===== config.mk =====
export PLATFORM = sky130hd
export DESIGN_NAME = evt_status_rdlatch_flat
export DESIGN_NICKNAME = d
export VERILOG_FILES = /design/src/rtl/evt_status_rdlatch_if.sv /design/src/rtl/evt_status_rdlatch.sv /design/src/flat_wrapper.sv
export SDC_FILE = /design/constraint.sdc
export NUM_CORES = 1
export LEC_CHECK = 0
export BUFFER_PORTS_ARGS = -buffer_cell sky130_fd_sc_hd__clkbuf_2
export CORE_AREA = 2 2 66 68
export CTS_CLUSTER_DIAMETER = 120
export DETAILED_ROUTE_END_ITERATION = 7
export DIE_AREA = 0 0 68 70
export HOLD_SLACK_MARGIN = 0.02
export MAX_ROUTING_LAYER = met4
export PLACE_DENSITY = 0.88
export SLEW_MARGIN = 5
export SYNTH_ARGS = -nofsm -noshare
export SYNTH_HDL_FRONTEND = slang
export SYNTH_SLANG_ARGS = --single-unit

===== constraint.sdc =====
create_clock -name clk -period 4.5 [get_ports clk]
set_input_delay 0.9 -clock clk [delete_from_list [all_inputs] [get_ports clk]]
set_output_delay 0.9 -clock clk [all_outputs]
set_load 0.02 [all_outputs]

===== src/rtl/evt_status_rdlatch_if.sv =====
// Bus between the event/CPU side and evt_status_rdlatch: event pulses, irq mask,
// read/clear strobes in; read snapshot, qualifier and interrupt out.
interface evt_status_rdlatch_if #(
  parameter int WIDTH = 16,
  parameter int CNTW  = 8
);
  logic [WIDTH-1:0] ev;
  logic [WIDTH-1:0] en;
  logic             rd;
  logic             clr;
  logic [WIDTH-1:0] dout;
  logic [CNTW-1:0]  miss;
  logic             dvalid;
  logic             irq;

  modport master (output ev, en, rd, clr, input dout, miss, dvalid, irq);
  modport slave  (input ev, en, rd, clr, output dout, miss, dvalid, irq);
endinterface


===== src/rtl/evt_status_rdlatch.sv =====
// Sticky event status with read-to-clear, saturating lost-event counter and a
// masked level interrupt. Reads return a snapshot one clock after rd.
module evt_status_rdlatch #(
  parameter int WIDTH = 16,
  parameter int CNTW  = 8
) (
  input  logic                 clk,
  input  logic                 rst_n,
  evt_status_rdlatch_if.slave  bus
);

  localparam logic [CNTW-1:0] CNT_MAX = '1;

  logic [WIDTH-1:0] status;
  logic [WIDTH-1:0] status_next;
  logic [CNTW-1:0]  cnt;
  logic [CNTW-1:0]  cnt_next;
  logic             hit;

  logic [WIDTH-1:0] dout_p1;
  logic [CNTW-1:0]  miss_p1;
  logic             vld_p1;
  logic             irq_p1;

  function automatic logic [CNTW-1:0] sat_inc(input logic [CNTW-1:0] v);
    return (v == CNT_MAX) ? v : v + CNTW'(1);
  endfunction

  // clr beats rd beats ev; a miss only counts on a plain accumulate cycle
  always_comb begin
    status_next = status | bus.ev;
    cnt_next    = cnt;
    hit         = |(status & bus.ev);
    if (bus.clr) begin
      status_next = '0;
      cnt_next    = '0;
    end else if (bus.rd) begin
      status_next = bus.ev;
      cnt_next    = '0;
    end else if (hit) begin
      cnt_next    = sat_inc(cnt);
    end
  end

  // p0 -> p1: state update and registered read snapshot / interrupt
  always_ff @(posedge clk or negedge rst_n) begin
    if (!rst_n) begin
      status  <= '0;
      cnt     <= '0;
      dout_p1 <= '0;
      miss_p1 <= '0;
      vld_p1  <= 1'b0;
      irq_p1  <= 1'b0;
    end else begin
      status <= status_next;
      cnt    <= cnt_next;
      vld_p1 <= bus.rd;
      irq_p1 <= |(status_next & bus.en);
      if (bus.rd) begin
        dout_p1 <= status;
        miss_p1 <= cnt;
      end
    end
  end

  assign bus.dout   = dout_p1;
  assign bus.miss   = miss_p1;
  assign bus.dvalid = vld_p1;
  assign bus.irq    = irq_p1;

endmodule


===== src/flat_wrapper.sv =====
// flat-port wrapper written by rule: the top's interface ports become plain ports
module evt_status_rdlatch_flat 
#(
  parameter int WIDTH = 16,
  parameter int CNTW  = 8
)
  (clk, rst_n, bus_ev, bus_en, bus_rd, bus_clr, bus_dout, bus_miss, bus_dvalid, bus_irq);
  evt_status_rdlatch_if #(.WIDTH(WIDTH), .CNTW(CNTW)) bus_i ();
  input  logic clk;
  input  logic rst_n;
  input wire logic [$bits(bus_i.ev)-1:0] bus_ev;
  input wire logic [$bits(bus_i.en)-1:0] bus_en;
  input wire logic [$bits(bus_i.rd)-1:0] bus_rd;
  input wire logic [$bits(bus_i.clr)-1:0] bus_clr;
  output wire logic [$bits(bus_i.dout)-1:0] bus_dout;
  output wire logic [$bits(bus_i.miss)-1:0] bus_miss;
  output wire logic [$bits(bus_i.dvalid)-1:0] bus_dvalid;
  output wire logic [$bits(bus_i.irq)-1:0] bus_irq;
  assign bus_i.ev = bus_ev;
  assign bus_i.en = bus_en;
  assign bus_i.rd = bus_rd;
  assign bus_i.clr = bus_clr;
  assign bus_dout = bus_i.dout;
  assign bus_miss = bus_i.miss;
  assign bus_dvalid = bus_i.dvalid;
  assign bus_irq = bus_i.irq;
  evt_status_rdlatch #(.WIDTH(WIDTH), .CNTW(CNTW)) u_core (.clk(clk), .rst_n(rst_n), .bus(bus_i));
endmodule

* After elaboration in Yosys (flattened, before gate mapping)
Cells that the tools add are included.
** Cells by class
- Equality and inequality tests :: 2
- $mul :: 0
- Shifts and indexed selects :: 0
- Add/subtract/negate cells :: 1
- Mux-type cells :: 6
- Reduce and logical (&&, ||, !) cells :: 4
- Divide/modulo/power cells :: 0
- Order comparisons :: 0
- Bitwise operators :: 3
** Operator list (count)
- $and 16x16->16 :: 2
- $mux 16 :: 2
- $mux 8 :: 4
- $reduce_or 16->1 :: 2
- $or 16x16->16 :: 1
- $add 8x1->8 const B :: 1
- $eq 8x8->1 const B :: 1
- $ne 3x3->1 const B :: 1
- $reduce_bool 3->1 :: 1
- $reduce_and 2->1 :: 1
** Word-level totals
- Latch bits :: 0
- Memory bits (writable) :: 0
- Output and inout bits :: 26
- Input port bits :: 36
- Memory bits (read-only) :: 0
- Logic and storage cells :: 22
- Memories kept :: 0
- Flip-flop bits (word level) :: 50

* Depth between registers and ports, before layout
- Depth after elaboration :: 5
- Mapped depth :: 6
- Mapped depth without buffers :: 5

* Least setup slack after synthesis
No wires, ideal clock.
- Path kind :: input to register
- Start :: input bus_clr
- End :: register u_core.irq_p1, in the netlist u_core.bus.irq
- Stages :: 5
- Setup slack :: 2.282 ns
- Required time :: 4.361 ns
- Setup time :: 0.139 ns
- Data arrival time :: 2.079 ns
- Cells stage by stage :: buf_2 buf_4 nor2_1 a221o_1 or4_1
** Between the ends
- Cells in the longest elaborated chain, start to end :: 3
** RTL lines
- from (decl) :: line flat_wrapper.sv:14 : input wire logic [$bits(bus_i.clr)-1:0] bus_clr;
- $mux 16 :: line evt_status_rdlatch.sv:34 : if (bus.clr) begin
- net u_core.status_next[8] :: line evt_status_rdlatch.sv:15 : logic [WIDTH-1:0] status_next;
- $and 16x16->16 :: line evt_status_rdlatch.sv:58 : irq_p1 <= |(status_next & bus.en);
- $reduce_or 16->1 :: line evt_status_rdlatch.sv:58
- to (signal assigned) :: line evt_status_rdlatch.sv:58
- to (decl) :: line evt_status_rdlatch.sv:23 : logic irq_p1;
The timed path passes the listed nets, and every way through them passes these cells.
A chain may end at the register's enable or synchronous reset.

* Worst setup path after layout
- Start :: input bus_rd
- End :: register u_core.irq_p1, in the netlist u_core.bus.irq
** Between the ends
- Cells in the longest elaborated chain, start to end :: 4
** RTL lines
- from (decl) :: line flat_wrapper.sv:13 : input wire logic [$bits(bus_i.rd)-1:0] bus_rd;
- $mux 16 :: line evt_status_rdlatch.sv:37 : end else if (bus.rd) begin
- $mux 16 :: line evt_status_rdlatch.sv:34
- net u_core.status_next[14] :: line evt_status_rdlatch.sv:15
- $and 16x16->16 :: line evt_status_rdlatch.sv:58
- $reduce_or 16->1 :: line evt_status_rdlatch.sv:58
The timed path passes the listed nets, and every way through them passes these cells.

==> flow_summary.toml <==
[timing]
period_needed_ns = 2.65
max_slew.worst_pin.slew_ns = 0.806
grt_setup_unrepaired = "no"
fin_crit_sh = 0.589
fmax_mhz = 378
max-slew-margin-rel = 0.463
hold_viol = 0
slew_viol_final = 0
fin_ws_ns = 1.85
setup-violations-final = 0
finalClockSkew_ns = 0.0102
setup_tns_ns = 0

[hold_path]
min_path_type = "reg2reg"
hold_start = "u_core.bus.dout[2]"

[routing]
wl_mm = 4.39
drt_iter0_drc = 138
dr.pass1.iters = 6
viasPerCell = 5.59
drc_errors = 0
wl_per_cell_um = 14.6
vias = 1678
ant_nets = 0

[setup_path]
rrSetupSlack_ns = 2.71
r2r_end = "u_core.cnt[6]"
reg2reg_depth = 5
endpoint_kind = "flop"
cp.arrival_ns = 2.83
crit_start = "bus_rd"
worstSetupPathType = "in2reg"
reg2reg_from = "u_core.status[10]"
start_kind = "primary input"
worstPathRequired_ns = 4.68
critPathCapture = "u_core.bus.irq"
crit_fanout = 36

[logic_synthesis]
synthesis.nets = 221
synth_seq_area_share = 0.578
yosys_warnings = 0
yosys-top-cells-area = "dfrtp_1 (58%), mux2_2 (12%), a21oi_1 (4.9%)"
synthDistinctLibCells = 32
yosysTopAreaCell = "dfrtp_1"
yosysTopAreaCellShare = 0.578
ys_ff_latch = 50
syn_area_mm2 = 0.00216
synth_area_per_cell_um2 = 11.8
synthesis.instances = 184

[power_and_ir_drop]
swShare = 0.254
clkPwrFrac = 0.330
ir_worst_vdd_mv = 0.240
intPower_uw = 696
seq_power_share = 0.529
p_switching_uw = 237
powerDensity_mw_per_mm2 = 356
comb_power_share = 0.141
leakagePower_uw = 0.00132

[clock_network]
clkSlewWorstSetupHoldPaths_ns = 0.09
postCtsResizedCells = 0
root_buffer = "clkbuf_8"
post_cts_buffers = 0
cts_sinks = 50
cts_tree = "built"
clock_path_buffers = 2
cts_hold_buf = 0
insertion_delay_ns = 0.30
htreeDepth = 2
cts_buffers = 5

[run]
cap_violations = 0

[cells_and_area]
antenna_cells = 0
mostFrequentLayoutCells = "clkbuf_2 (61), dfrtp_1 (50), mux2_2 (24)"
final_nets = 284
nFillCells = 339
drive_gt1_frac = 0.399
final_common_cell = "clkbuf_2"
area_growth_pct = 21.1

[global_route]
grt_pass1_vias = 1617
antenna_found_initial = 0
track_usage = 0.213
grt_max_degree = 51
grt_pass1_wl_mm = 7.45
globalRouteOverflowTotal = 0

[placed_design]
dpl_worst_slack_ns = 1.52
hpwl_mm = 3.23
port_buffers = 61
gp_congestion = 0.833

[die]
die_h_um = 70
ios = 62
initial_utilization = 0.522
core_mm2 = 0.00414
die_area_mm2 = 0.00476
fp.dieW_um = 68
rows = 24

[status]
outcome = "finished, final reports clean"
[per-stage QoR]
stage | area (µm²) | util | power, µW | instances | hold WS (ns)
floorplan | 2160 | - | 577 | 184 | 0.503
global placement | 2510 | 0.606 | 632 | 292 | 0.492
detailed placement | 2510 | 0.606 | 635 | 292 | 0.494
CTS | 2620 | 0.632 | 941 | 300 | 0.514
global route | 2620 | 0.632 | 978 | 300 | 0.531
finish | 2620 | 0.632 | 933 | 300 | 0.509
[worst min path at each step]
stage | end | cells past startpoint
global placement | u_core.bus.miss[0] | 1
CTS | u_core.bus.dout[8] | 1
detailed placement | u_core.bus.miss[0] | 1
floorplan | u_core.bus.dout[0] | 1
finish | u_core.bus.dout[2] | 1
global route | u_core.bus.miss[1] | 1
[worst max-delay path, stage by stage]
cell and delay (ns):
clkbuf_2 0.61, nand2b_1 0.19, a21oi_1 0.08, a22o_1 0.25
a221o_1 0.27, or4_1 0.52
[per-layer routing]
layer	vias up	global-route usage	routed length [µm]
met5	-	-	0
met4	0	0.0667	64
li1	795	-	-
met3	9	0.0483	302
met1	807	0.298	1900
met2	67	0.312	2130
[synthesized netlist by cell type, drive strengths merged]
cell,count
a21oi,23
a221o,4
a22o,4
a22oi,8
and2,1
and3,2
and4,2
buf,4
clkbuf,3
dfrtp,50
ha,1
inv,10
mux2,24
mux2i,1
nand2,7
nand2b,8
nand3,2
nand4,3
nor2,9
nor3,2
nor4,1
o21ai,6
o31ai,1
or2,1
or3,4
or4,3
[sequential cells by signal (all words and copies together), names as in the netlist]
name               cells
u_core.bus.dout       16
u_core.status         16
u_core.bus.miss        8
u_core.cnt             8
u_core.bus.dvalid      1
u_core.bus.irq         1
[area by class of cell]
class / count / area [µm²] / share of cell area
timing repair buffer: 63 / 320 / 0.122
inverter: 10 / 40.0 / 0.0153
tap: 52 / 65.1 / 0.0248
clock inverter: 3 / 40.0 / 0.0153
clock buffer: 5 / 68.8 / 0.0263
sequential: 50 / 1250 / 0.478
multi-input combinational: 117 / 833 / 0.318
[power groups by stage]
stage / Combinational, µW / Clock, µW / Sequential [µW]
floorplan: 56.4 / 0 / 521
global placement: 130 / 0 / 502
detailed placement: 133 / 0 / 503
CTS: 133 / 314 / 494
global route: 144 / 336 / 498
finish: 132 / 307 / 494
[cells by family after synthesis]
| family | after synthesis | synth area share |
|---|---|---|
| flip-flops | 50 | 0.578 |
| multiplexers | 25 | 0.130 |
| AO/OA/AOI/OAI | 46 | 0.136 |
| adder cells (fa/ha/maj) | 1 | 0.00578 |
| AND/OR/NAND/NOR | 45 | 0.113 |
| buffers and inverters | 17 | 0.0364 |
No activity file was read; power rests on OpenSTA's default activity.
